File: config.mk
export PLATFORM = sky130hd
export DESIGN_NAME = keypad_scanner
export DESIGN_NICKNAME = d
export VERILOG_FILES = /design/src/rtl/keypad_scanner.sv
export SDC_FILE = /design/constraint.sdc
export NUM_CORES = 1
export LEC_CHECK = 0
export BUFFER_PORTS_ARGS = -buffer_cell sky130_fd_sc_hd__buf_2
export CAP_MARGIN = 10
export CORE_ASPECT_RATIO = 1.2
export CORE_MARGIN = 5
export CORE_UTILIZATION = 23
export CTS_BUF_LIST = sky130_fd_sc_hd__clkbuf_4
export CTS_CLUSTER_SIZE = 8
export DETAILED_ROUTE_END_ITERATION = 8
export SLEW_MARGIN = 20
export SYNTH_ARGS = -nofsm -noshare
export SYNTH_HDL_FRONTEND = slang
export SYNTH_SLANG_ARGS = --single-unit
File: constraint.sdc
create_clock -name clk -period 6.2 [get_ports clk]
set_clock_uncertainty 0.15 [all_clocks]
set_input_delay 1.24 -clock clk [delete_from_list [all_inputs] [get_ports clk]]
set_output_delay 1.24 -clock clk [all_outputs]
set_load 0.005 [all_outputs]
File: src/rtl/keypad_scanner.sv
// keypad_scanner: parametrised matrix-keypad scanner.
// The block strobes active-low columns and samples active-low rows through a
// two-flop synchroniser. One key per cycle is debounced serially, and press
// events are queued in a small valid/ready FIFO.
// Optional build macro: KEYPAD_RELEASE_EVT_EN. When it is defined, release
// events (evt_release=1) are also queued. When it is undefined, only presses
// are queued and evt_release is tied 0.
module keypad_scanner #(
  parameter int ROWS       = 4,
  parameter int COLS       = 4,
  parameter int SCAN_DIV   = 1000,
  parameter int DEBOUNCE_N = 4,
  parameter int FIFO_DEPTH = 4
) (
  input  logic                         clk,
  input  logic                         rst,
  input  logic [ROWS-1:0]              rows,
  output logic [COLS-1:0]              cols,
  output logic [ROWS*COLS-1:0]         key_state,
  output logic                         any_key,
  output logic                         evt_valid,
  input  logic                         evt_ready,
  output logic [$clog2(ROWS*COLS)-1:0] evt_code,
  output logic                         evt_release,
  output logic                         evt_ovf,
  input  logic                         ovf_clr
);

  localparam int NK = ROWS * COLS;
  localparam int KW = $clog2(NK);
  localparam int DW = $clog2(SCAN_DIV);
  localparam int CW = $clog2(COLS);
  localparam int RW = $clog2(ROWS);
  localparam int AW = $clog2(FIFO_DEPTH);
`ifdef KEYPAD_RELEASE_EVT_EN
  localparam int EW = KW + 1;
`else
  localparam int EW = KW;
`endif

  // Scan control
  logic [COLS-1:0] r_cols;
  logic [CW-1:0]   r_col_sel;
  logic [DW-1:0]   r_dwell;
  logic            w_dwell_wrap;
  logic            w_col_last;

  // Synchroniser and per-column snapshot
  logic [ROWS-1:0] r_rows_p0;
  logic [ROWS-1:0] r_rows_p1;
  logic [ROWS-1:0] r_row_snap;
  logic [CW-1:0]   r_snap_col;

  // Serial debounce
  logic [NK-1:0]   r_key_state;
  logic [3:0]      r_cnt [NK];
  logic            w_dbc_act;
  logic [RW-1:0]   w_row;
  logic [KW-1:0]   w_key;
  logic            w_sample;
  logic            w_differ;
  logic            w_toggle;
  logic            w_evt;

  // Event staging register between debounce and FIFO
  logic            r_push_vld_p0;
  logic [KW-1:0]   r_push_code_p0;
`ifdef KEYPAD_RELEASE_EVT_EN
  logic            r_push_rel_p0;
`endif

  // Event FIFO
  logic [EW-1:0]   r_mem [FIFO_DEPTH];
  logic [AW:0]     r_wptr;
  logic [AW:0]     r_rptr;
  logic            r_ovf;
  logic            w_empty;
  logic            w_full;
  logic            w_pop;
  logic            w_push;
  logic [EW-1:0]   w_entry;
  logic [EW-1:0]   w_head;

  assign w_dwell_wrap = (r_dwell == DW'(SCAN_DIV - 1));
  assign w_col_last   = (r_col_sel == CW'(COLS - 1));

  // Column strobe register, dwell timer and column selector.
  always_ff @(posedge clk or posedge rst) begin
    if (rst) begin
      r_cols    <= '1;
      r_col_sel <= '0;
      r_dwell   <= '0;
    end else begin
      r_cols <= ~(COLS'(1) << r_col_sel);
      if (w_dwell_wrap) begin
        r_dwell   <= '0;
        r_col_sel <= w_col_last ? '0 : r_col_sel + CW'(1);
      end else begin
        r_dwell <= r_dwell + DW'(1);
      end
    end
  end

  // Stage p0/p1: row synchroniser. The snapshot is taken at the end of each
  // column's dwell, so the rows have had the whole dwell to settle.
  always_ff @(posedge clk or posedge rst) begin
    if (rst) begin
      r_rows_p0  <= '1;
      r_rows_p1  <= '1;
      r_row_snap <= '1;
      r_snap_col <= '0;
    end else begin
      r_rows_p0 <= rows;
      r_rows_p1 <= r_rows_p0;
      if (w_dwell_wrap) begin
        r_row_snap <= r_rows_p1;
        r_snap_col <= r_col_sel;
      end
    end
  end

  // One snapshot row is processed per cycle during the first ROWS dwell
  // cycles of the next column. Only one key can toggle per cycle, so at most
  // one event is produced per cycle.
  assign w_dbc_act = (r_dwell < DW'(ROWS));
  assign w_row     = r_dwell[RW-1:0];
  assign w_key     = KW'(w_row) * KW'(COLS) + KW'(r_snap_col);
  assign w_sample  = ~r_row_snap[w_row];
  assign w_differ  = (w_sample != r_key_state[w_key]);
  assign w_toggle  = w_dbc_act && w_differ && (r_cnt[w_key] == 4'(DEBOUNCE_N - 1));
`ifdef KEYPAD_RELEASE_EVT_EN
  assign w_evt     = w_toggle;
`else
  assign w_evt     = w_toggle && w_sample;
`endif

  // Per-key debounce counters and debounced key map.
  always_ff @(posedge clk or posedge rst) begin
    if (rst) begin
      r_key_state   <= '0;
      r_push_vld_p0 <= 1'b0;
      for (int i = 0; i < NK; i++) begin
        r_cnt[i] <= '0;
      end
    end else begin
      r_push_vld_p0 <= w_evt;
      if (w_dbc_act) begin
        if (!w_differ) begin
          r_cnt[w_key] <= '0;
        end else if (w_toggle) begin
          r_key_state[w_key] <= w_sample;
          r_cnt[w_key]       <= '0;
        end else begin
          r_cnt[w_key] <= r_cnt[w_key] + 4'd1;
        end
      end
    end
  end

  // Stage p0: event payload, qualified by r_push_vld_p0.
  always_ff @(posedge clk) begin
    if (w_toggle) begin
      r_push_code_p0 <= w_key;
`ifdef KEYPAD_RELEASE_EVT_EN
      r_push_rel_p0  <= ~w_sample;
`endif
    end
  end

  // A push into a full FIFO is accepted only if a pop frees a slot in the
  // same cycle. There is no bypass from push to output.
  assign w_empty = (r_wptr == r_rptr);
  assign w_full  = (r_wptr[AW] != r_rptr[AW]) && (r_wptr[AW-1:0] == r_rptr[AW-1:0]);
  assign w_pop   = !w_empty && evt_ready;
  assign w_push  = r_push_vld_p0 && (!w_full || w_pop);
`ifdef KEYPAD_RELEASE_EVT_EN
  assign w_entry = {r_push_rel_p0, r_push_code_p0};
`else
  assign w_entry = r_push_code_p0;
`endif
  assign w_head  = r_mem[r_rptr[AW-1:0]];

  // FIFO pointers and sticky overflow flag. A simultaneous overflow wins
  // over ovf_clr.
  always_ff @(posedge clk or posedge rst) begin
    if (rst) begin
      r_wptr <= '0;
      r_rptr <= '0;
      r_ovf  <= 1'b0;
    end else begin
      if (w_push) begin
        r_wptr <= r_wptr + (AW+1)'(1);
      end
      if (w_pop) begin
        r_rptr <= r_rptr + (AW+1)'(1);
      end
      if (r_push_vld_p0 && w_full && !w_pop) begin
        r_ovf <= 1'b1;
      end else if (ovf_clr) begin
        r_ovf <= 1'b0;
      end
    end
  end

  // FIFO storage.
  always_ff @(posedge clk) begin
    if (w_push) begin
      r_mem[r_wptr[AW-1:0]] <= w_entry;
    end
  end

  assign cols      = r_cols;
  assign key_state = r_key_state;
  assign any_key   = |r_key_state;
  assign evt_valid = !w_empty;
  assign evt_code  = w_empty ? '0 : w_head[KW-1:0];
`ifdef KEYPAD_RELEASE_EVT_EN
  assign evt_release = !w_empty && w_head[KW];
`else
  assign evt_release = 1'b0;
`endif
  assign evt_ovf   = r_ovf;

endmodule
After elaboration in Yosys (flattened, before gate mapping)
Memory sizes are Yosys's and may differ from the RTL's.
Cells that the tools add are included.
{ "word_totals": {"regBits": 122, "ram_bits": 16, "input_bits": 8, "wordCells": 94, "n_memories": 1} }
{ "op_classes": {"add_sub_neg": 6, "magnitude_cmp": 6, "n_eq_ne": 7, "n_shift": 1, "muxes": 22, "n_bitwise": 5, "reduce_logical": 17} }
{ "memory_table": {"columns": ["memory", "depth", "word_bits", "read_ports", "rd_clocked_by_memory_dff", "write_ports", "line", "rtl"], "rows": [
  ["r_mem", 4, 4, 1, 0, 1, "73", "logic [EW-1:0] r_mem [FIFO_DEPTH];"]
]} }
{ "ops": {"columns": ["operator", "n"], "rows": [
  ["$mux W64", 2],
  ["$and A64 B64 Y64", 1],
  ["$bwmux W64", 1],
  ["$not A64 Y64", 1],
  ["$bmux W4 S4", 1],
  ["$bwmux W16", 1],
  ["$demux W4 S4", 1],
  ["$mux W4", 4],
  ["$reduce_or A16 Y1", 1],
  ["$add A10 B1 Y10 const B", 1],
  ["$eq A10 B10 Y1 const B", 1],
  ["$logic_and A1 B1 Y1", 10],
  ["$lt A10 B3 Y1 const B", 1],
  ["$mux W10", 1],
  ["$mux W1", 7],
  ["$add A3 B1 Y3 const B", 2],
  ["$ge A5 B5 Y1 const B", 1],
  ["$lt A4 B5 Y1 const B", 1],
  ["$lt A5 B1 Y1 const B", 1],
  ["$not A4 Y5", 1],
  ["$add A4 B1 Y4 const B", 1],
  ["$add A4 B2 Y4", 1],
  ["$bmux W1 S4", 1],
  ["$demux W1 S4", 1],
  ["other kinds (17)", 20]
]} }

Depth between registers and ports, before layout
Gate-level depths: netlist (run 1).
{ "logic_depth": {"depth_word": 10, "depth_mapped": 13, "mapped_depth_nobuf": 8} }

Least setup slack after synthesis (run 1)
OpenSTA, ideal clock, no wires.
{ "synth_path": {"kind": "register to register", "startpoint": "register r_snap_col[0]", "endpoint": "register r_cnt[22] (netlist name)", "setup_ps": 84, "arrival_time_ps": 3119, "required_ps": 5966, "slack_ps": 2848, "stages_incl_launch_ff": 13, "n_path_buf": 5, "synth_period_minus_slack_ps": 3352, "cell_sequence": "dfrtp_1 buf_4 buf_4 buf_2 mux4_2 mux4_2 ha_1 nand2_1 nor2_1 or3_1 clkbuf_1 clkbuf_1 o21ai_0"} }
{ "synth_via": {"elab_chain_cells": 10} }
{ "synth_rtl": {"columns": ["item", "line", "rtl"], "rows": [
  ["start, declared", "52", "logic [CW-1:0] r_snap_col;"],
  ["start signal, assigned", "117", "r_snap_col <= r_col_sel;"],
  ["$add A4 B2 Y4 *", "127", "assign w_key = KW'(w_row) * KW'(COLS) + KW'(r_snap_col);"],
  ["parallel branches: the longest is 8 deep, another holds $add A4 B1 Y4", null, null],
  ["$mux W64 *", "148", "if (!w_differ) begin"],
  ["end signal, assigned by index", "154", "r_cnt[w_key] <= r_cnt[w_key] + 4'd1;"],
  ["end, declared", "56", "logic [3:0] r_cnt [NK];"]
]} }
Mark *: on every way between the ends. The select of a mux whose other input is x is not followed.
A chain may end at the register's enable or synchronous reset.

Worst setup path after layout (run 1)
{ "layout_path": {"startpoint": "register r_snap_col[0]", "endpoint": "register r_push_code_p0[0], enable pin"} }
{ "layout_via": {"elab_chain_cells": 7} }
{ "layout_rtl": {"columns": ["item", "line", "rtl"], "rows": [
  ["$add A4 B2 Y4 *", "127", null],
  ["$not A4 Y5 (implied by the code)", "130", "assign w_toggle = w_dbc_act && w_differ && (r_cnt[w_key] == 4'(DEBOUNCE_N - 1));"],
  ["$bmux W4 S4", "130", null],
  ["$mux W4 (implied by the code) (2 in series)", "130", null],
  ["$eq A4 B2 Y1", "130", null],
  ["$logic_and A1 B1 Y1 *", "130", null],
  ["named net w_toggle", "62", "logic w_toggle;"],
  ["end signal, assigned", "163", "r_push_code_p0 <= w_key;"],
  ["end, declared", "67", "logic [KW-1:0] r_push_code_p0;"]
]} }
Mark *: on every way through the listed nets, which the timed path passes. The rest lies on a longest branch. The select of a mux whose other input is x is not followed.

==> flow_summary.json, run 1 <==
{
  "r2r_start": "r_snap_col[0]",
  "cts_buffers": 17,
  "regArea_um2": 3570,
  "hold_depth": 0,
  "core-area_um2": 26400,
  "routabilityCongestion": 0.772,
  "async_flop_share": 0.855,
  "multi_input_area_um2": 2420,
  "min_to": "r_rows_p1[0]",
  "leakage_nw": 2.81,
  "fin_crit_ps": 3480,
  "cts_root_buf": "clkbuf_4",
  "die_x_um": 160,
  "dr.pass1.iters": 8,
  "dieArea_um2": 30300,
  "start_util": 0.234,
  "hp-class": "flop to flop",
  "postCtsResizedCells": 0,
  "syn_nets": 564,
  "final.period_utilization": 0.561,
  "row_count": 65,
  "p_per_area_nw_per_um2": 227,
  "final_common_cell": "dfrtp_1",
  "io_buffers": 34,
  "r2r_slack_ps": 2720,
  "synth_top_family_by_area": "simple AND/OR/NAND/NOR gates",
  "cap_violations": 0,
  "fin_tns_setup_ps": 0,
  "path_max_fanout": 26,
  "synthMuxAreaShare": 0.115,
  "synth_area_um2": 6180,
  "layout_common_cells": "dfrtp_1 (102), nand2_1 (91), o21ai_0 (80)",
  "clk_latency_ps": 550,
  "ir_worst_vdd_uv": 103,
  "fmax_mhz": 288,
  "antenna_found_initial": 1,
  "grt.overflow.total": 0,
  "post-cts-setup-buffer-count": 0,
  "synthCells": 542,
  "critPathCaptureType": "flop",
  "grt_pass1_wl_mm": 22.3,
  "cts.path.max_buffers": 2,
  "startpoint": "r_snap_col[0]",
  "layout.filler_cells": 2726,
  "path_clk_slew_ps": 120,
  "slew_violations": 0,
  "nets": 593,
  "avgSynthCellArea_um2": 11.4,
  "critPathLaunchType": "flop",
  "worst_slew_pin_slew_ps": 1040,
  "wl_per_cell_um": 14.7,
  "routed_via_density": 4.48,
  "crit_required_ps": 6210,
  "total_power_mw": 1.59,
  "ys_seq_area_frac": 0.578,
  "h-tree-depth": 4,
  "arrival_ps": 3490,
  "dr.first_iter.drc_count": 207,
  "drc": 0,
  "synth-edff-count": 20,
  "synth_cell_types": 37,
  "place_area_um2": 6690,
  "yosys.area_share.simple": 0.131,
  "dieHeight_um": 190,
  "dpl.hpwl_mm": 9.44,
  "tritoncts": "done",
  "drive_gt1_frac": 0.217,
  "synth.ff_latch_count": 138,
  "grt_setup_unrepaired": "false",
  "synth_warnings": 0,
  "hold_start": "r_rows_p0[0]",
  "track_usage": 0.0921,
  "hold_viol": 0,
  "reg2regPathDepth": 5,
  "yosys_most_used_dff": "dfrtp_1",
  "io_pins": 36,
  "fin_area_um2": 7010,
  "grt_max_degree": 61,
  "syn_to_final_growth_pct": 13.4,
  "cts_hold_buf": 0,
  "timing.rr.end": "r_push_code_p0[0]",
  "vias": 4121,
  "synth-xor-area-share": 0.0212,
  "synth_compound_area_frac": 0.0935,
  "synth_fa_ha_area_frac": 0.0283,
  "routed_wl_mm": 13.5,
  "critPathKind": "flop to flop",
  "ant_nets": 0,
  "grt_pass1_vias": 4193,
  "status": "completed",
  "slew_headroom": 0.300,
  "clkSinkCount": 138,
  "finalSetupViolCount": 0
}
cell families after synthesis:
group,after synthesis
adders and majority gates,14
other,1
buffers and inverters,48
DFF,138
AOI/OAI and AO/OA,111
muxes,36
and+or+nand+nor,179
xor gates and xnor gates,15
worst max-delay path: stages (launching register included):
cell	delay (ps)
dfrtp_1	340
buf_4	390
mux4_2	580
mux4_2	510
xor2_1	220
nor4b_1	910
per-layer routing:
| metal | vias up | global-route usage | share of wire |
|---|---|---|---|
| li1 | 1974 | - | - |
| met1 | 2032 | 0.106 | 0.42 |
| met2 | 91 | 0.166 | 0.53 |
| met3 | 24 | 0.0230 | 0.037 |
| met4 | 0 | 0.0334 | 0.018 |
| met5 | - | 0 | 0 |
area by class of cell:
cell class	instances	share of cell area
timing repair buffer	39	0.0296
antenna	1	0.000357
multi-input combinational	356	0.345
inverter	19	0.0105
clock buffer	17	0.0182
sequential	138	0.510
tap	335	0.0598
clock inverter	15	0.0268
cell usage after synthesis, drive strengths merged, types with 2 or more instances:
cell / count / share of area
mux2: 8 / 0.015
a21oi: 3 / 0.0024
ha: 14 / 0.028
nor2: 19 / 0.012
dfstp: 16 / 0.068
and2: 7 / 0.0071
nand2b: 2 / 0.0020
nand4: 3 / 0.0030
o21ai: 100 / 0.081
dfrtp: 102 / 0.41
edfxtp: 20 / 0.097
clkbuf: 22 / 0.013
xor2: 6 / 0.0085
xnor2: 9 / 0.013
mux4: 27 / 0.098
or3: 2 / 0.0020
a22oi: 4 / 0.0049
nor4: 4 / 0.0040
a22o: 2 / 0.0028
nor2b: 5 / 0.0051
or4: 2 / 0.0024
nand3: 37 / 0.030
nor3: 3 / 0.0024
buf: 7 / 0.0079
nand2: 91 / 0.055
inv: 19 / 0.012
worst max-delay path by stage:
| stage | cells past startpoint | slack, ps | end |
|---|---|---|---|
| floorplan | 1 | 1710 | evt_ovf |
| global placement | 7 | 2560 | r_cnt[15] |
| detailed placement | 7 | 2500 | r_cnt[7] |
| CTS | 7 | 2500 | r_cnt[7] |
| global route | 7 | 2510 | r_cnt[15] |
| finish | 5 | 2720 | r_push_code_p0[0] |
where the power goes:
| part | total [mW] | switching [mW] | internal (mW) | leakage (nW) |
|---|---|---|---|---|
| Clock | 0.650 | 0.361 | 0.289 | 0.169 |
| Combinational | 0.0175 | 0.0154 | 0.00209 | 0.972 |
| Sequential | 0.921 | 0.000632 | 0.921 | 1.67 |
through the flow:
stage / util / instances / setup WS [ps] / hold slack, ps
detailed placement: 0.253 / 887 / 2500 / 197
global placement: 0.253 / 887 / 2560 / 197
global route: 0.265 / 920 / 2510 / 209
finish: 0.265 / 920 / 2720 / 207
CTS: 0.265 / 919 / 2500 / 205
floorplan: - / 542 / 1710 / 195
sequential cells by signal, summed over array words and instances, names as in the netlist, 3 cells and up:
signal          cells
cols                4
key_state          16
r_cnt              64
r_dwell            10
r_mem              16
r_push_code_p0      4
r_row_snap          4
r_rows_p0           4
r_rows_p1           4
r_rptr              3
r_wptr              3
(Power assumes the default switching activity.)
==> inputs of run 2 (changes only) <==
ABC_AREA = 1   (was default)
clock period = 3.1 ns   (was 6.2 ns; I/O delays follow)
==> flow_summary.json, run 2 <==
{
  "slew_headroom": 0.502,
  "dr.pass1.iters": 6,
  "io_buffers": 34,
  "avgSynthCellArea_um2": 7.83,
  "yosysMostFrequentCell": "nand2_1",
  "track_usage": 0.107,
  "drive_gt1_frac": 0.131,
  "hp-class": "input port to flop",
  "final.period_utilization": 0.910,
  "path_clk_slew_ps": 120,
  "synth_cell_types": 33,
  "critPathKind": "flop to output pin",
  "fin_tns_setup_ps": 0,
  "ys_top_cells_by_area": "dfrtp_1 (37%), nand2_1 (25%), edfxtp_1 (8.7%)",
  "tritoncts": "done",
  "core-area_um2": 29600,
  "layout_common_cells": "nand2_1 (456), dfrtp_1 (102), inv_1 (65)",
  "synthCells": 880,
  "synth_warnings": 0,
  "worst_slew_pin_slew_ps": 747,
  "final_common_cell": "nand2_1",
  "yosys_most_used_dff": "dfrtp_1",
  "routabilityCongestion": 0.859,
  "nets": 949,
  "ir_worst_vdd_uv": 175,
  "vias": 5651,
  "dpl.hpwl_mm": 12.4,
  "critPathLaunchType": "flop",
  "antenna_found_initial": 1,
  "syn_to_final_growth_pct": 13.5,
  "synth_area_um2": 6890,
  "crit_required_ps": 2330,
  "grt_setup_unrepaired": "false",
  "synth_top_area_share": 0.370,
  "wl_per_cell_um": 12.9,
  "critPathCaptureType": "output pin",
  "arrival_ps": 2050,
  "dp_slack_ps": 408,
  "grt_max_degree": 74,
  "p_per_area_nw_per_um2": 386,
  "yosys.area.top_type": "dfrtp_1",
  "routed_via_density": 4.25,
  "setup_ws_ps": 278,
  "path_max_fanout": 11,
  "dieArea_um2": 33500,
  "finalSetupViolCount": 0,
  "dieHeight_um": 200,
  "fmax_mhz": 354,
  "slew_violations": 0,
  "ant_nets": 0,
  "dr.first_iter.drc_count": 442,
  "largest_register_ffs": 64,
  "grt_pass1_wl_mm": 28.3,
  "cts_hold_buf": 5,
  "die_x_um": 168,
  "cts_buffers": 17,
  "status": "completed",
  "cts.path.max_buffers": 2,
  "leakage_nw": 3.98,
  "drc": 0,
  "postCtsResizedCells": 0,
  "grt_pass1_vias": 5490,
  "cap_violations": 0,
  "clk_latency_ps": 570,
  "h-tree-depth": 4,
  "synth.ff_latch_count": 138,
  "cts_root_buf": "clkbuf_4",
  "syn_nets": 902,
  "grt.overflow.total": 0,
  "ys_seq_area_frac": 0.519,
  "fin_crit_ps": 2820,
  "fin_hold_ws_ps": 109,
  "routed_wl_mm": 17.2,
  "post-cts-setup-buffer-count": 0,
  "clkSinkCount": 138,
  "synth.cells.most_frequent": "nand2_1 (456), dfrtp_1 (102), inv_1 (66)",
  "top_register": "r_cnt",
  "io_pins": 36,
  "async_flop_share": 0.855,
  "row_count": 69,
  "synth-edff-count": 20,
  "hold_viol": 0,
  "start_util": 0.233
}
## run 2: cell count changes in the layout (fill, tap and decap cells not counted), moves of 8 or more
cell     change
nor2_1      +37
mux2_2       -8
o21ai_0     -57
nand2_1    +365
nor2_4      +11
inv_1       +47
o21ai_1     -20
mux4_2      -27
## run 2: worst max-delay path, cell delays in order, from the launching register on
cell and delay (ps):
dfrtp_1 590, clkinv_1 320, o21ai_0 260, o22ai_1 100
nand2_1 70, inv_1 40, buf_2 120
## run 2: metal layers
layer	GRT usage	share of wire	vias to the layer above
li1	-	-	2811
met1	0.126	0.41	2670
met2	0.189	0.51	137
met3	0.0230	0.046	33
met4	0.0442	0.028	0
met5	0	0	-
## run 2: kinds of logic (layout without fill, tap and decap cells)
| logic type | Yosys count | after routing | synth area share |
|---|---|---|---|
| AO/OA/AOI/OAI | 39 | 39 | 0.0298 |
| XOR/XNOR | 6 | 6 | 0.00763 |
| adder cells (fa/ha/maj) | 14 | 14 | 0.0254 |
| buffers and inverters | 97 | 157 | 0.0654 |
| flip-flops | 138 | 138 | 0.519 |
| other | 1 | 2 | 0.000544 |
| AND/OR/NAND/NOR | 585 | 585 | 0.353 |
## run 2: final cells by class
cell class / count / area, um^2
fillers: 3238 / 21800
flip-flops and latches: 138 / 3570
multi-input cells: 645 / 2870
well taps: 390 / 488
repair buffers: 53 / 350
inverters: 72 / 274
clock inverters: 15 / 141
clock buffers: 17 / 128
diodes: 1 / 2.50
## run 2: where the power goes
part,total (mW),switching (mW),internal [mW]
Clock,1.13,0.722,0.412
Sequential,1.84,0.00127,1.84
Combinational,0.0463,0.0335,0.0127
## run 2: worst paths after layout
check	start	to	slack [ps]	depth (start not counted)
max	r_rptr[0]	evt_code[1]	280	6
max in group asynchronous	rst	r_cnt[11]	1880	4
min reg2reg	r_rows_p0[3]	r_rows_p1[3]	210	0
max reg2reg	r_snap_col[0]	r_push_code_p0[3]	360	14
min in group asynchronous	rst	r_dwell[8]	520	4
min	ovf_clr	evt_ovf	110	2
## run 2: through the flow
step	area (um^2)	instances	total power, mW	util
after floorplan	6900	880	1.90	-
final	7830	1331	3.02	0.264
after global routing	7830	1331	3.15	0.264
after detailed placement	7500	1293	1.92	0.253
after global placement	7500	1293	1.92	0.253
after CTS	7820	1330	3.07	0.264
==> inputs of run 3 (changes only) <==
CORE_MARGIN = default   (was 5)
clock period = 2.7 ns   (was 3.1 ns; I/O delays follow)
==> flow_summary.json, run 3 (synthesized netlist as in run 2, its figures left out) <==
{
  "ir_worst_vdd_uv": 242,
  "dr.pass1.iters": 5,
  "wl_per_cell_um": 13.1,
  "arrival_ps": 2890,
  "total_power_mw": 3.81,
  "vias": 5670,
  "nets": 963,
  "clkSinkCount": 138,
  "cap_violations": 0,
  "syn_to_final_growth_pct": 18.2,
  "fin_area_um2": 8140,
  "routed_via_density": 4.22,
  "critPathKind": "flop to flop",
  "slowest_delay_ps": 480,
  "p_per_area_nw_per_um2": 467,
  "grt_pass1_vias": 5489,
  "r2r_start": "r_snap_col[0]",
  "grt_pass1_wl_mm": 28.3,
  "place_area_um2": 7580,
  "path_max_fanout": 20,
  "row_count": 69,
  "die_x_um": 160,
  "tritoncts": "done",
  "track_usage": 0.117,
  "core-area_um2": 29500,
  "critPathTopFamily": "simple AND/OR/NAND/NOR gates",
  "routed_wl_mm": 17.6,
  "regArea_um2": 3580,
  "layout_common_cells": "nand2_1 (456), dfrtp_1 (99), inv_1 (64)",
  "finalSetupViolCount": 0,
  "fin_crit_ps": 2540,
  "critPathLaunchType": "flop",
  "leakage_nw": 4.12,
  "io_buffers": 34,
  "hold_start": "evt_ready",
  "final.period_utilization": 0.943,
  "path_clk_slew_ps": 120,
  "drive_gt1_frac": 0.150,
  "cts_root_buf": "clkbuf_4",
  "ant_nets": 0,
  "start_util": 0.233,
  "crit_path_frequent_cell": "nand2_1",
  "crit_required_ps": 3040,
  "status": "completed",
  "clk_latency_ps": 570,
  "post-place-cells": 1298,
  "dpl.hpwl_mm": 12.3,
  "multi_input_area_um2": 2950,
  "cts_buffers": 17,
  "grt_setup_unrepaired": "false",
  "layout.filler_cells": 3206,
  "critPathCaptureType": "flop",
  "grt_max_degree": 54,
  "dieArea_um2": 30700,
  "crit_buf_inv": 4,
  "crit_slowest_cell": "dfrtp_2",
  "cts.path.max_buffers": 2,
  "grt.overflow.total": 0,
  "largest_register_ffs": 64,
  "top_register": "r_cnt",
  "hold_viol": 0,
  "dieHeight_um": 192,
  "hp-class": "input port to flop",
  "fin_tns_setup_ps": 0,
  "antenna_found_initial": 1,
  "finalNonFillerCells": 1345,
  "startpoint": "r_snap_col[0]",
  "h-tree-depth": 4,
  "slew_violations": 0,
  "drc": 0,
  "io_pins": 36,
  "routabilityCongestion": 0.843,
  "dr.first_iter.drc_count": 355,
  "final_common_cell": "nand2_1",
  "path_cells": "inv_4, buf_12, nand2_1, nand2_1, nand2_1, nand4_1, nand3_1, nand2_4, ha_2, inv_1, nor2_2, nand2_4, nor2_4, buf_12, nand2_1, nand2_1",
  "fmax_mhz": 393
}
run 3: cell count changes in the layout (fill, tap and decap cells not counted), sizes merged:
cell         delta
nand2           +3
bufinv          +4
buf             +9
clkinv          -2
clkbuf          +3
inv             -6
clkinvlp        +1
nor2            +1
dlygate4sd3     +1
run 3: metrics by stage:
stage          hold slack [ps]   util  worst slack (ps)
2_1_floorplan              195      -               277
3_3_place_gp               197  0.257               124
3_5_place_dp               200  0.257              49.7
4_1_cts                    122  0.271              13.4
5_1_grt                    148  0.276              15.4
6_report                   166  0.276               155
run 3: routing by layer:
layer	vias to the layer above	global-route usage	part of all wire
met2	112	0.210	0.51
li1	2849	-	-
met3	25	0.0220	0.032
met5	-	0	0
met1	2684	0.139	0.44
met4	0	0.0436	0.021
run 3: worst paths after layout:
path                            slack [ps]       endpoint  cells past startpoint
worst max-delay path                   160   key_state[9]                     16
worst min-delay path                   170      r_rptr[2]                      3
worst max register to register         160   key_state[9]                     16
worst min register to register         210   r_rows_p1[2]                      0
max in group asynchronous             1370  r_row_snap[2]                      4
min in group asynchronous              370   r_col_sel[0]                      3
run 3: repair_timing:
item,4_1_cts,5_1_grt
endpoints found under the hold margin,7,0
gates cloned,0,4
setup endpoints to repair,4,71
resized for setup,1,15
setup buffers,0,4
pin swaps,0,9
hold buffers,6,0
run 3: worst min-delay path, stage by stage:
cell,delay (ps)
buf_2,120
nand3_1,100
xnor2_1,70
run 3: area by class of cell:
class | count | area share
Antenna cell | 1 | 0.000307
Clock buffer | 20 | 0.0184
Clock inverter | 12 | 0.0243
Inverter | 72 | 0.0344
Multi-Input combinational cell | 649 | 0.362
Sequential cell | 138 | 0.439
Tap cell | 390 | 0.0599
Timing Repair Buffer | 63 | 0.0616
run 3: power breakdown:
part	switching (mW)	internal (mW)	leakage, nW
sequential	0.00194	2.11	1.65
clock	0.780	0.854	0.175
combinational	0.0395	0.0163	2.30
total	0.821	2.98	4.12
